<file path="src/rtl/regfile_write_arbiter_pkg.sv">
// -----------------------------------------------------------------------------
// regfile_arb_pkg
// Shared defaults and helpers for the register-file write arbiter.
//   WORD_SIZE_DEF / ADDRES_DEF / NUM_REQ_DEF / CNT_W_DEF : default parameters
//   REG_ZERO    : architectural zero register (writes to it are dropped)
//   next_rr_idx : index following idx in a ring of num entries
// -----------------------------------------------------------------------------
package regfile_arb_pkg;

    localparam int WORD_SIZE_DEF = 32;
    localparam int ADDRES_DEF    = 5;
    localparam int NUM_REQ_DEF   = 3;
    localparam int CNT_W_DEF     = 16;

    localparam int REG_ZERO      = 0;

    // Round-robin successor of idx, wrapping at num.
    function automatic int next_rr_idx(input int idx, input int num);
        int nxt;
        nxt = idx + 32'sd1;
        if (nxt >= num) begin
            nxt = 32'sd0;
        end else begin
            nxt = nxt;
        end
        return nxt;
    endfunction

endpackage

</file>
<file path="src/rtl/regfile_write_arbiter_rr_arbiter.sv">
// -----------------------------------------------------------------------------
// rr_arbiter
// Round-robin arbiter for one shared resource. The search starts at the
// pointer and wraps; the first requesting index wins. The pointer moves one
// past the winner, and holds when nobody is granted.
//   clk, reset   : clock, asynchronous active-high reset
//   req_i        : request vector
//   gnt_o        : one-hot (or zero) grant, combinational
//   gnt_idx_o    : index of the granted requester
//   gnt_valid_o  : a grant is issued this cycle
// -----------------------------------------------------------------------------
module rr_arbiter
    import regfile_arb_pkg::*;
#(
    parameter int NUM_REQ = NUM_REQ_DEF
) (
    input  logic                       clk,
    input  logic                       reset,
    input  logic [NUM_REQ-1:0]         req_i,
    output logic [NUM_REQ-1:0]         gnt_o,
    output logic [$clog2(NUM_REQ)-1:0] gnt_idx_o,
    output logic                       gnt_valid_o
);

    localparam int IDX_W = $clog2(NUM_REQ);

    logic [IDX_W-1:0]   ptr_q;
    logic [IDX_W-1:0]   ptr_d;
    logic [NUM_REQ-1:0] gnt_s;
    logic [IDX_W-1:0]   idx_s;
    logic [IDX_W-1:0]   cand_idx_s;
    logic               found_s;
    int                 cand_s;

    // Priority search from ptr with wrap; no grant while reset is high.
    always_comb begin
        gnt_s      = {NUM_REQ{1'b0}};
        idx_s      = {IDX_W{1'b0}};
        found_s    = 1'b0;
        cand_s     = 32'sd0;
        cand_idx_s = {IDX_W{1'b0}};
        for (int k = 0; k < NUM_REQ; k++) begin
            cand_s = int'(ptr_q) + k;
            if (cand_s >= NUM_REQ) begin
                cand_s = cand_s - NUM_REQ;
            end else begin
                cand_s = cand_s;
            end
            cand_idx_s = IDX_W'(cand_s);
            if (!found_s && !reset && req_i[cand_idx_s]) begin
                found_s           = 1'b1;
                gnt_s[cand_idx_s] = 1'b1;
                idx_s             = cand_idx_s;
            end else begin
                found_s = found_s;
            end
        end
    end

    // Pointer advances past the winner, otherwise holds.
    always_comb begin
        if (found_s) begin
            ptr_d = IDX_W'(next_rr_idx(int'(idx_s), NUM_REQ));
        end else begin
            ptr_d = ptr_q;
        end
    end

    // Pointer register.
    always_ff @(posedge clk or posedge reset) begin
        if (reset) begin
            ptr_q <= {IDX_W{1'b0}};
        end else begin
            ptr_q <= ptr_d;
        end
    end

    assign gnt_o       = gnt_s;
    assign gnt_idx_o   = idx_s;
    assign gnt_valid_o = found_s;

endmodule

</file>
<file path="src/rtl/regfile_write_arbiter.sv">
// -----------------------------------------------------------------------------
// regfile_write_arbiter
// Shares the single register-file write port among NUM_REQ writeback sources.
// One source is granted per cycle (round-robin); its write appears on the
// port one cycle later. Writes to register 0 complete the handshake but never
// raise signal_we.
//   clk, reset        : clock, asynchronous active-high reset
//   req_valid/ready   : per-source handshake (ready is combinational)
//   req_addres/data   : packed per-source destination / data
//   signal_we, addres_write, data_write : register-file write port
//   inflight_valid/addres : mirror of the output stage for hazard logic
//   contention_cnt    : saturating count of cycles with 2+ valid requests
// -----------------------------------------------------------------------------
module regfile_write_arbiter
    import regfile_arb_pkg::*;
#(
    parameter int WORD_SIZE = WORD_SIZE_DEF,
    parameter int ADDRES    = ADDRES_DEF,
    parameter int NUM_REQ   = NUM_REQ_DEF,
    parameter int CNT_W     = CNT_W_DEF
) (
    input  logic                          clk,
    input  logic                          reset,
    input  logic [NUM_REQ-1:0]            req_valid,
    output logic [NUM_REQ-1:0]            req_ready,
    input  logic [NUM_REQ*ADDRES-1:0]     req_addres,
    input  logic [NUM_REQ*WORD_SIZE-1:0]  req_data,
    output logic                          signal_we,
    output logic [ADDRES-1:0]             addres_write,
    output logic [WORD_SIZE-1:0]          data_write,
    output logic                          inflight_valid,
    output logic [ADDRES-1:0]             inflight_addres,
    output logic [CNT_W-1:0]              contention_cnt
);

    localparam int IDX_W = $clog2(NUM_REQ);

    logic [NUM_REQ-1:0]   gnt_s;
    logic [IDX_W-1:0]     gnt_idx_s;
    logic                 gnt_valid_s;
    logic [ADDRES-1:0]    sel_addr_s;
    logic [WORD_SIZE-1:0] sel_data_s;
    logic                 multi_s;

    logic                 we_q,   we_d;
    logic [ADDRES-1:0]    addr_q, addr_d;
    logic [WORD_SIZE-1:0] data_q, data_d;
    logic [CNT_W-1:0]     cnt_q,  cnt_d;

    rr_arbiter #(
        .NUM_REQ (NUM_REQ)
    ) u_rr (
        .clk         (clk),
        .reset       (reset),
        .req_i       (req_valid),
        .gnt_o       (gnt_s),
        .gnt_idx_o   (gnt_idx_s),
        .gnt_valid_o (gnt_valid_s)
    );

    // Select the granted source's address and data.
    always_comb begin
        sel_addr_s = {ADDRES{1'b0}};
        sel_data_s = {WORD_SIZE{1'b0}};
        for (int i = 0; i < NUM_REQ; i++) begin
            if (gnt_idx_s == IDX_W'(i)) begin
                sel_addr_s = req_addres[i*ADDRES +: ADDRES];
                sel_data_s = req_data[i*WORD_SIZE +: WORD_SIZE];
            end else begin
                sel_addr_s = sel_addr_s;
            end
        end
    end

    // Output stage next state; address/data hold when idle, we qualifies them.
    always_comb begin
        multi_s = ($countones(req_valid) >= 32'sd2);
        if (gnt_valid_s) begin
            we_d   = (sel_addr_s != ADDRES'(REG_ZERO));
            addr_d = sel_addr_s;
            data_d = sel_data_s;
        end else begin
            we_d   = 1'b0;
            addr_d = addr_q;
            data_d = data_q;
        end
        if (multi_s && (cnt_q != {CNT_W{1'b1}})) begin
            cnt_d = cnt_q + {{(CNT_W-1){1'b0}}, 1'b1};
        end else begin
            cnt_d = cnt_q;
        end
    end

    // Output stage and contention counter registers.
    always_ff @(posedge clk or posedge reset) begin
        if (reset) begin
            we_q   <= 1'b0;
            addr_q <= {ADDRES{1'b0}};
            data_q <= {WORD_SIZE{1'b0}};
            cnt_q  <= {CNT_W{1'b0}};
        end else begin
            we_q   <= we_d;
            addr_q <= addr_d;
            data_q <= data_d;
            cnt_q  <= cnt_d;
        end
    end

    assign req_ready       = gnt_s;
    assign signal_we       = we_q;
    assign addres_write    = addr_q;
    assign data_write      = data_q;
    assign inflight_valid  = we_q;
    assign inflight_addres = addr_q;
    assign contention_cnt  = cnt_q;

endmodule

</file>
<file path="config.mk">
export PLATFORM = sky130hd
export DESIGN_NAME = regfile_write_arbiter
export DESIGN_NICKNAME = d
export VERILOG_FILES = /design/src/rtl/regfile_write_arbiter_pkg.sv /design/src/rtl/regfile_write_arbiter_rr_arbiter.sv /design/src/rtl/regfile_write_arbiter.sv
export SDC_FILE = /design/constraint.sdc
export NUM_CORES = 1
export LEC_CHECK = 0
export CORE_AREA = 2 2 116 118
export CTS_CLUSTER_DIAMETER = 30
export CTS_CLUSTER_SIZE = 8
export DETAILED_ROUTE_END_ITERATION = 10
export DIE_AREA = 0 0 118 120
export GPL_TIMING_DRIVEN = 0
export PLACE_DENSITY = 0.54
export SYNTH_ARGS = -nofsm -noshare
export SYNTH_HDL_FRONTEND = slang
export SYNTH_SLANG_ARGS = --single-unit
</file>
<file path="constraint.sdc">
create_clock -name clk -period 3.5 [get_ports clk]
set_input_delay 0.35 -clock clk [delete_from_list [all_inputs] [get_ports clk]]
set_output_delay 0.35 -clock clk [all_outputs]
set_load 0.05 [all_outputs]
</file>
==> impl_metrics.csv, run 1 <==
group,metric,value,unit
yosys,synth_top_area_share,44.5,%
timing,hold_viol_final,0,
run,cap_violations,0,
route,vias_per_cell,4.80,
clock_tree,cts.sinks,56,
clock_tree,clk_latency,300,ps
setup_path,slowest_delay,820,ps
grt,use_met1,21.4,%
timing,setup_viol,0,
timing,tns,0,ps
route,drtAntennaViolNets,0,
yosys,synth_warnings,0,
yosys,ys_top_cells_by_count,"nand2_1 (58), dfrtp_1 (56), nor2_1 (35)",
floorplanning,initial_core_util,24.3,%
timing,drv_slew,0,
power,clkPwrFrac,10.2,%
grt,grt_max_degree,32,
placed_design,dpl.hpwl,8.95,mm
clock_tree,clk_pin_slew,80,ps
yosys,synth_edf_count,0,
power,power,5.19,mW
floorplanning,row_count,42,
grt,grt_pass1_vias,3355,
grt,met2_usage,27.0,%
timing,fmax,0.318,GHz
clock_tree,htreeDepth,2,
clock_tree,cts_setup_buffers,0,
grt,gr-total-overflow,0,
route,initialDrtViolationCount,224,
route,wl_per_cell,16.6,µm
hold_path,hold_path_class,"reg -> reg",
route,totalWireLength,11.7,mm
setup_path,crit_fanout,7,
final_layout,fin_nets,652,
yosys,ys.flop_type,"dfrtp_1",
yosys,syn_inst,344,
power,intPower,2.50,mW
clock_tree,root_buffer,"clkbuf_16",
power,pwr-share-comb,68.4,%
yosys,syn_area,3150,µm²
yosys,synth_seq_cells,56,
timing,finClkSkew,8.39,ps
yosys,syn_area_per_cell,9.15,µm²
setup_path,crit_arrival,2790,ps
power,switching_share,51.8,%
grt,grt-busiest-layer,"met2",
run_status,status,"completed",
setup_path,cp-start-kind,"register",
grt,grt_pass1_wl,18.3,mm
route,first_pass_iters,4,
yosys,async_flop_share,100,%
setup_path,cpMaxStageDelayCell,"clkdlybuf4s50_1",
grt,antenna_found_initial,0,
power,p_switching,2.69,mW
power,leakage,2.23,nW
yosys,seq_area_frac_synth,44.5,%
yosys,ys_types,47,
timing,slew-limit-headroom,55.9,%
grt,use_met3,3.80,%
setup_path,endpoint_kind,"output port",
yosys,synthTopCellsByArea,"dfrtp_1 (44%), nand2_1 (6.9%), nor2_1 (4.2%)",
route,vias,3395,
power,power_density,974,nW/µm²
floorplanning,die_h,120,µm
timing,period_share,89.8,%
placed_design,portBuffers,178,
setup_path,required,3150,ps
setup_path,crit_chain,"inv_1 -> ha_1 -> nand2b_1 -> nor4b_1 -> a21oi_1 -> o21ai_0 -> clkdlybuf4s50_1",
timing,tightest_slew,661,ps
grt,track_usage,16.3,%
final_layout,antenna_cells,0,
final_layout,drive_gt1_share,6.78,%
floorplanning,die_x,118,µm
timing,rsz0062_at_grt,"false",
yosys,yosysTopAreaCell,"dfrtp_1",
final_layout,syn_to_final_growth,69.2,%
clock_tree,cts_tree,"built",
clock_tree,cts-buffers-inserted,5,
yosys,yosysMostFrequentCell,"nand2_1",
floorplanning,core,13000,µm²
clock_tree,clockBufferDepth,2,
power,pwr-share-seq,21.4,%
yosys,synth_fp_nets,466,
timing,finalCriticalPeriod,3140,ps
floorplanning,die_area,14200,µm²
floorplanning,ios,179,
route,post-route-drc-count,0,
setup_path,crit_type,"reg -> out",
placed_design,gp_congestion,0.773,
power,vdd_drop_max,0.366,mV
==> registers in the layout, summed over array words and instances, names as in the netlist <==
name,cells
u_rr.ptr_q,2
contention_cnt,16
data_write,32
addres_write,5
inflight_valid,1
==> per-stage QoR <==
| stage | utilization [%] | std cells | cell area [µm²] | hold slack (ps) | setup slack [ps] |
|---|---|---|---|---|---|
| after floorplan | - | 344 | 3150 | 496 | 56.0 |
| after global placement | 39.7 | 698 | 5150 | 460 | -1050 |
| after detailed placement | 39.8 | 699 | 5170 | 466 | 292 |
| after CTS | 41.0 | 707 | 5330 | 483 | 22.4 |
| after global routing | 41.1 | 707 | 5330 | 487 | 110 |
| final | 41.1 | 707 | 5330 | 482 | 357 |
==> per-layer routing <==
layer	part of all wire [%]	routed length (µm)	up-vias
met5	0	0	-
met4	1.5	181	0
met3	6.7	783	10
met2	48	5660	123
met1	44	5110	1647
li1	-	-	1615
==> worst max-delay path, delay by kind of cell, from the launching register on <==
kind,cells,cell delay (ps)
adders and majority gates,1,410
buffers and inverters,2,900
DFF,1,380
and+or+nand+nor,2,560
AOI/OAI and AO/OA,2,230
==> cells in the final DEF (no fill, tap or decap), drive strengths merged, types with 4 or more instances in the layout <==
cell	instances
a21o	10
nor2	36
a311oi	10
nand3	18
nand2	58
clkbuf	16
mux2	4
xnor2	8
clkdlybuf4s50	176
ha	6
xor2	6
buf	20
a221o	11
a22oi	11
a31oi	12
dfrtp	56
a21oi	17
o21ai	12
==> power groups by stage <==
stage	Clock (mW)	Combinational, mW	Sequential (mW)
finish	0.529	3.55	1.11
global route	0.580	3.78	1.15
CTS	0.549	3.59	1.12
detailed placement	0	3.57	1.13
global placement	0	3.56	1.11
floorplan	0	1.49	2.00
==> what timing repair did <==
action                     CTS  global route
setup endpoints to repair    0             2
hold buffers                 0             0
resized for setup            0             2
==> area by class of cell <==
class	count	area [µm²]
plain buffers	29	160
multi-input cells	256	1580
repair buffers	179	1810
inverters	3	11.3
clock inverters	2	15.0
fillers	1321	7650
flip-flops and latches	56	1400
clock buffers	6	139
well taps	176	220
==> cell families (layout without fill, tap and decap cells) <==
logic type,count (synthesis),after routing,synth area share (%)
AOI/OAI and AO/OA,99,99,23.2
xor gates and xnor gates,14,14,3.89
adders and majority gates,6,6,2.38
buffers and inverters,32,219,5.44
DFF,56,56,44.5
muxes,7,7,2.62
and+or+nand+nor,130,130,18.0
==> final timing paths <==
path                       cells after the start                      start                          to  slack [ps]
min reg2reg                                    1  data_write[9]$_DFFE_PP0P_   data_write[9]$_DFFE_PP0P_         480
max                                            7  u_rr.ptr_q[0]$_DFFE_PP0P_                req_ready[2]         360
max reg2reg                                    9  u_rr.ptr_q[1]$_DFFE_PP0P_   data_write[7]$_DFFE_PP0P_         480
max in group asynchronous                      4                      reset  data_write[15]$_DFFE_PP0P_        2140
min in group asynchronous                      3                      reset  data_write[29]$_DFFE_PP0P_         740
min                                            1  data_write[9]$_DFFE_PP0P_   data_write[9]$_DFFE_PP0P_         480
(Power assumes the default switching activity.)
==> run 2, diff against run 1 <==
--- a/config.mk
+++ b/config.mk
@@ -5,13 +5,13 @@
 export SDC_FILE = /design/constraint.sdc
 export NUM_CORES = 1
 export LEC_CHECK = 0
-export CORE_AREA = 2 2 116 118
+export CORE_AREA = 2 2 111 123
 export CTS_CLUSTER_DIAMETER = 30
 export CTS_CLUSTER_SIZE = 8
 export DETAILED_ROUTE_END_ITERATION = 10
-export DIE_AREA = 0 0 118 120
+export DIE_AREA = 0 0 113 125
 export GPL_TIMING_DRIVEN = 0
-export PLACE_DENSITY = 0.54
+export PLACE_DENSITY = 0.55
 export SYNTH_ARGS = -nofsm -noshare
 export SYNTH_HDL_FRONTEND = slang
 export SYNTH_SLANG_ARGS = --single-unit
==> run 2 against run 1 <==
Compared with the run above:
- the flow now finishes with violations (design-rule violations)
- wire length shrank 4.7%
- via count shrank 1.4%
- non-clock buffer count is the same
- critical path depth grew 2
- clock power grew 2%
- total power is essentially flat
- largest power group unchanged
- final area shrank 0.49%
==> impl_metrics.csv, run 2 (same netlist as run 1, synthesis figures left out) <==
group,metric,value,unit
run_status,status,"finished with violations",
run_status,failed_checks,"design-rule violations",
placed_design,portBuffers,178,
floorplanning,die_x,113,µm
route,initialDrtViolationCount,143,
grt,gr-total-overflow,0,
clock_tree,htreeDepth,2,
route,vias_per_cell,4.84,
timing,rsz0062_at_grt,"false",
placed_design,gp_congestion,0.856,
setup_path,required,3150,ps
floorplanning,ios,179,
clock_tree,ctsHoldBuffers,0,
final_layout,antenna_cells,0,
clock_tree,clk_pin_slew,80,ps
setup_path,cp-start-kind,"register",
grt,grt_max_degree,37,
setup_path,crit_fanout,4,
final_layout,layout_common_cells,"clkdlybuf4s50_1 (176), nand2_1 (58), dfrtp_1 (56), nor2_1 (35), nand3_1 (18)",
timing,drv_slew,0,
timing,tns,0,ps
final_layout,utilization,40.8,%
clock_tree,clk_latency,300,ps
final_layout,drive_gt1_share,6.78,%
power,power,5.19,mW
route,wl_per_cell,16.2,µm
floorplanning,die_area,14100,µm²
power,p_switching,2.70,mW
final_layout,largest_reg_flops,32,
grt,grt_pass1_wl,17.6,mm
power,clkPwrFrac,10.4,%
route,vias,3348,
power,vdd_drop_max,0.445,mV
timing,fmax,0.310,GHz
final_layout,layout_commonest_cell,"clkdlybuf4s50_1",
power,intPower,2.49,mW
power,switching_share,52.1,%
setup_path,endpoint_kind,"output port",
setup_path,reg2reg_slack,430,ps
placed_design,placed_cell_area,5150,µm²
timing,hold_viol_final,0,
route,first_pass_iters,7,
timing,tightest_slew,726,ps
grt,antenna_found_initial,0,
timing,setup_viol,0,
power,pwr-share-seq,21.6,%
route,drtAntennaViolNets,0,
hold_path,hold_path_class,"reg -> reg",
timing,slew-limit-headroom,51.3,%
route,totalWireLength,11.2,mm
clock_tree,root_buffer,"clkbuf_16",
final_layout,syn_to_final_growth,68.4,%
run,cap_violations,0,
clock_tree,cts_tree,"built",
timing,period_share,92.2,%
setup_path,crit_type,"reg -> out",
timing,finalCriticalPeriod,3230,ps
clock_tree,cts-buffers-inserted,5,
clock_tree,clockBufferDepth,2,
route,post-route-drc-count,16,
final_layout,final_cell_area,5300,µm²
timing,hold-worst-slack,480,ps
placed_design,dpl.hpwl,8.84,mm
clock_tree,cts_setup_buffers,0,
grt,grt_pass1_vias,3407,
grt,track_usage,15.4,%
power,power_density,978,nW/µm²
power,pwr-share-comb,68.0,%
setup_path,crit_arrival,2880,ps
floorplanning,initial_core_util,24.2,%
final_layout,fin_nets,652,
power,leakage,2.21,nW
timing,finClkSkew,9.06,ps
floorplanning,row_count,44,
clock_tree,cts.sinks,56,
floorplanning,core,13000,µm²
floorplanning,die_h,125,µm
## run 2: cell types whose count changed in the layout (fill, tap and decap cells not counted), sizes merged
cell	delta
clkinvlp	-2
inv	+3
clkbuf	-1
dlygate4sd2	+2
dlymetal6s2s	-2
## run 2: path summary, 6_finish.rpt
kind,to,cells past startpoint,startpoint
max,req_ready[1],9,u_rr.ptr_q[1]$_DFFE_PP0P_
min,data_write[23]$_DFFE_PP0P_,1,data_write[23]$_DFFE_PP0P_
max reg2reg,data_write[5]$_DFFE_PP0P_,10,u_rr.ptr_q[1]$_DFFE_PP0P_
min reg2reg,data_write[23]$_DFFE_PP0P_,1,data_write[23]$_DFFE_PP0P_
max in group asynchronous,data_write[18]$_DFFE_PP0P_,4,reset
min in group asynchronous,addres_write[3]$_DFFE_PP0P_,3,reset
## run 2: through the flow
step / std cells / setup WS [ps]
final: 692 / 273
after floorplan: 344 / 56.0
after CTS: 692 / 272
after global placement: 683 / -1070
after detailed placement: 684 / 244
after global routing: 692 / 90.0
## run 2: what timing repair did
action,CTS,global route
gates resized for setup,2,0
hold endpoints to repair,0,0
setup endpoints to repair,2,0
## run 2: cell type report
type / count / area [µm²]
fill: 1361 / 7690
timing repair buffer: 179 / 1800
multi-input combinational: 256 / 1580
sequential: 56 / 1400
tap: 161 / 201
buffer: 29 / 160
clock buffer: 5 / 125
clock inverter: 3 / 28.8
inverter: 3 / 11.3
## run 2: power by group through the flow
stage	Clock (mW)	Combinational (mW)	Sequential, mW
floorplan	0	1.49	2.00
global placement	0	3.55	1.12
detailed placement	0	3.57	1.13
CTS	0.556	3.57	1.13
global route	0.588	3.77	1.17
finish	0.537	3.53	1.12
## run 2: critical path, stage by stage (launching register included)
cell	delay (ps)
dfrtp_1	400
inv_1	100
ha_1	250
mux2_2	360
mux2i_1	300
o21ai_1	190
nor2_1	170
a32oi_1	80
o21ai_0	170
dlygate4sd2_1	550
## run 2: layer usage
metal	track usage, %	routed length [µm]	part of all wire, %
met4	4.02	154	1.4
met3	4.36	935	8.4
met5	0	0	0
met1	18.3	4610	41
met2	27.2	5470	49
==> run 3, diff against run 2 <==
--- a/config.mk
+++ b/config.mk
@@ -7,7 +7,6 @@
 export LEC_CHECK = 0
 export CORE_AREA = 2 2 111 123
 export CTS_CLUSTER_DIAMETER = 30
-export CTS_CLUSTER_SIZE = 8
 export DETAILED_ROUTE_END_ITERATION = 10
 export DIE_AREA = 0 0 113 125
 export GPL_TIMING_DRIVEN = 0
@@ -15,3 +14,4 @@
 export SYNTH_ARGS = -nofsm -noshare
 export SYNTH_HDL_FRONTEND = slang
 export SYNTH_SLANG_ARGS = --single-unit
+export TNS_END_PERCENT = 20
==> results of run 3 <==
The final DEF is identical to that of run 2; final timing and power are the same.
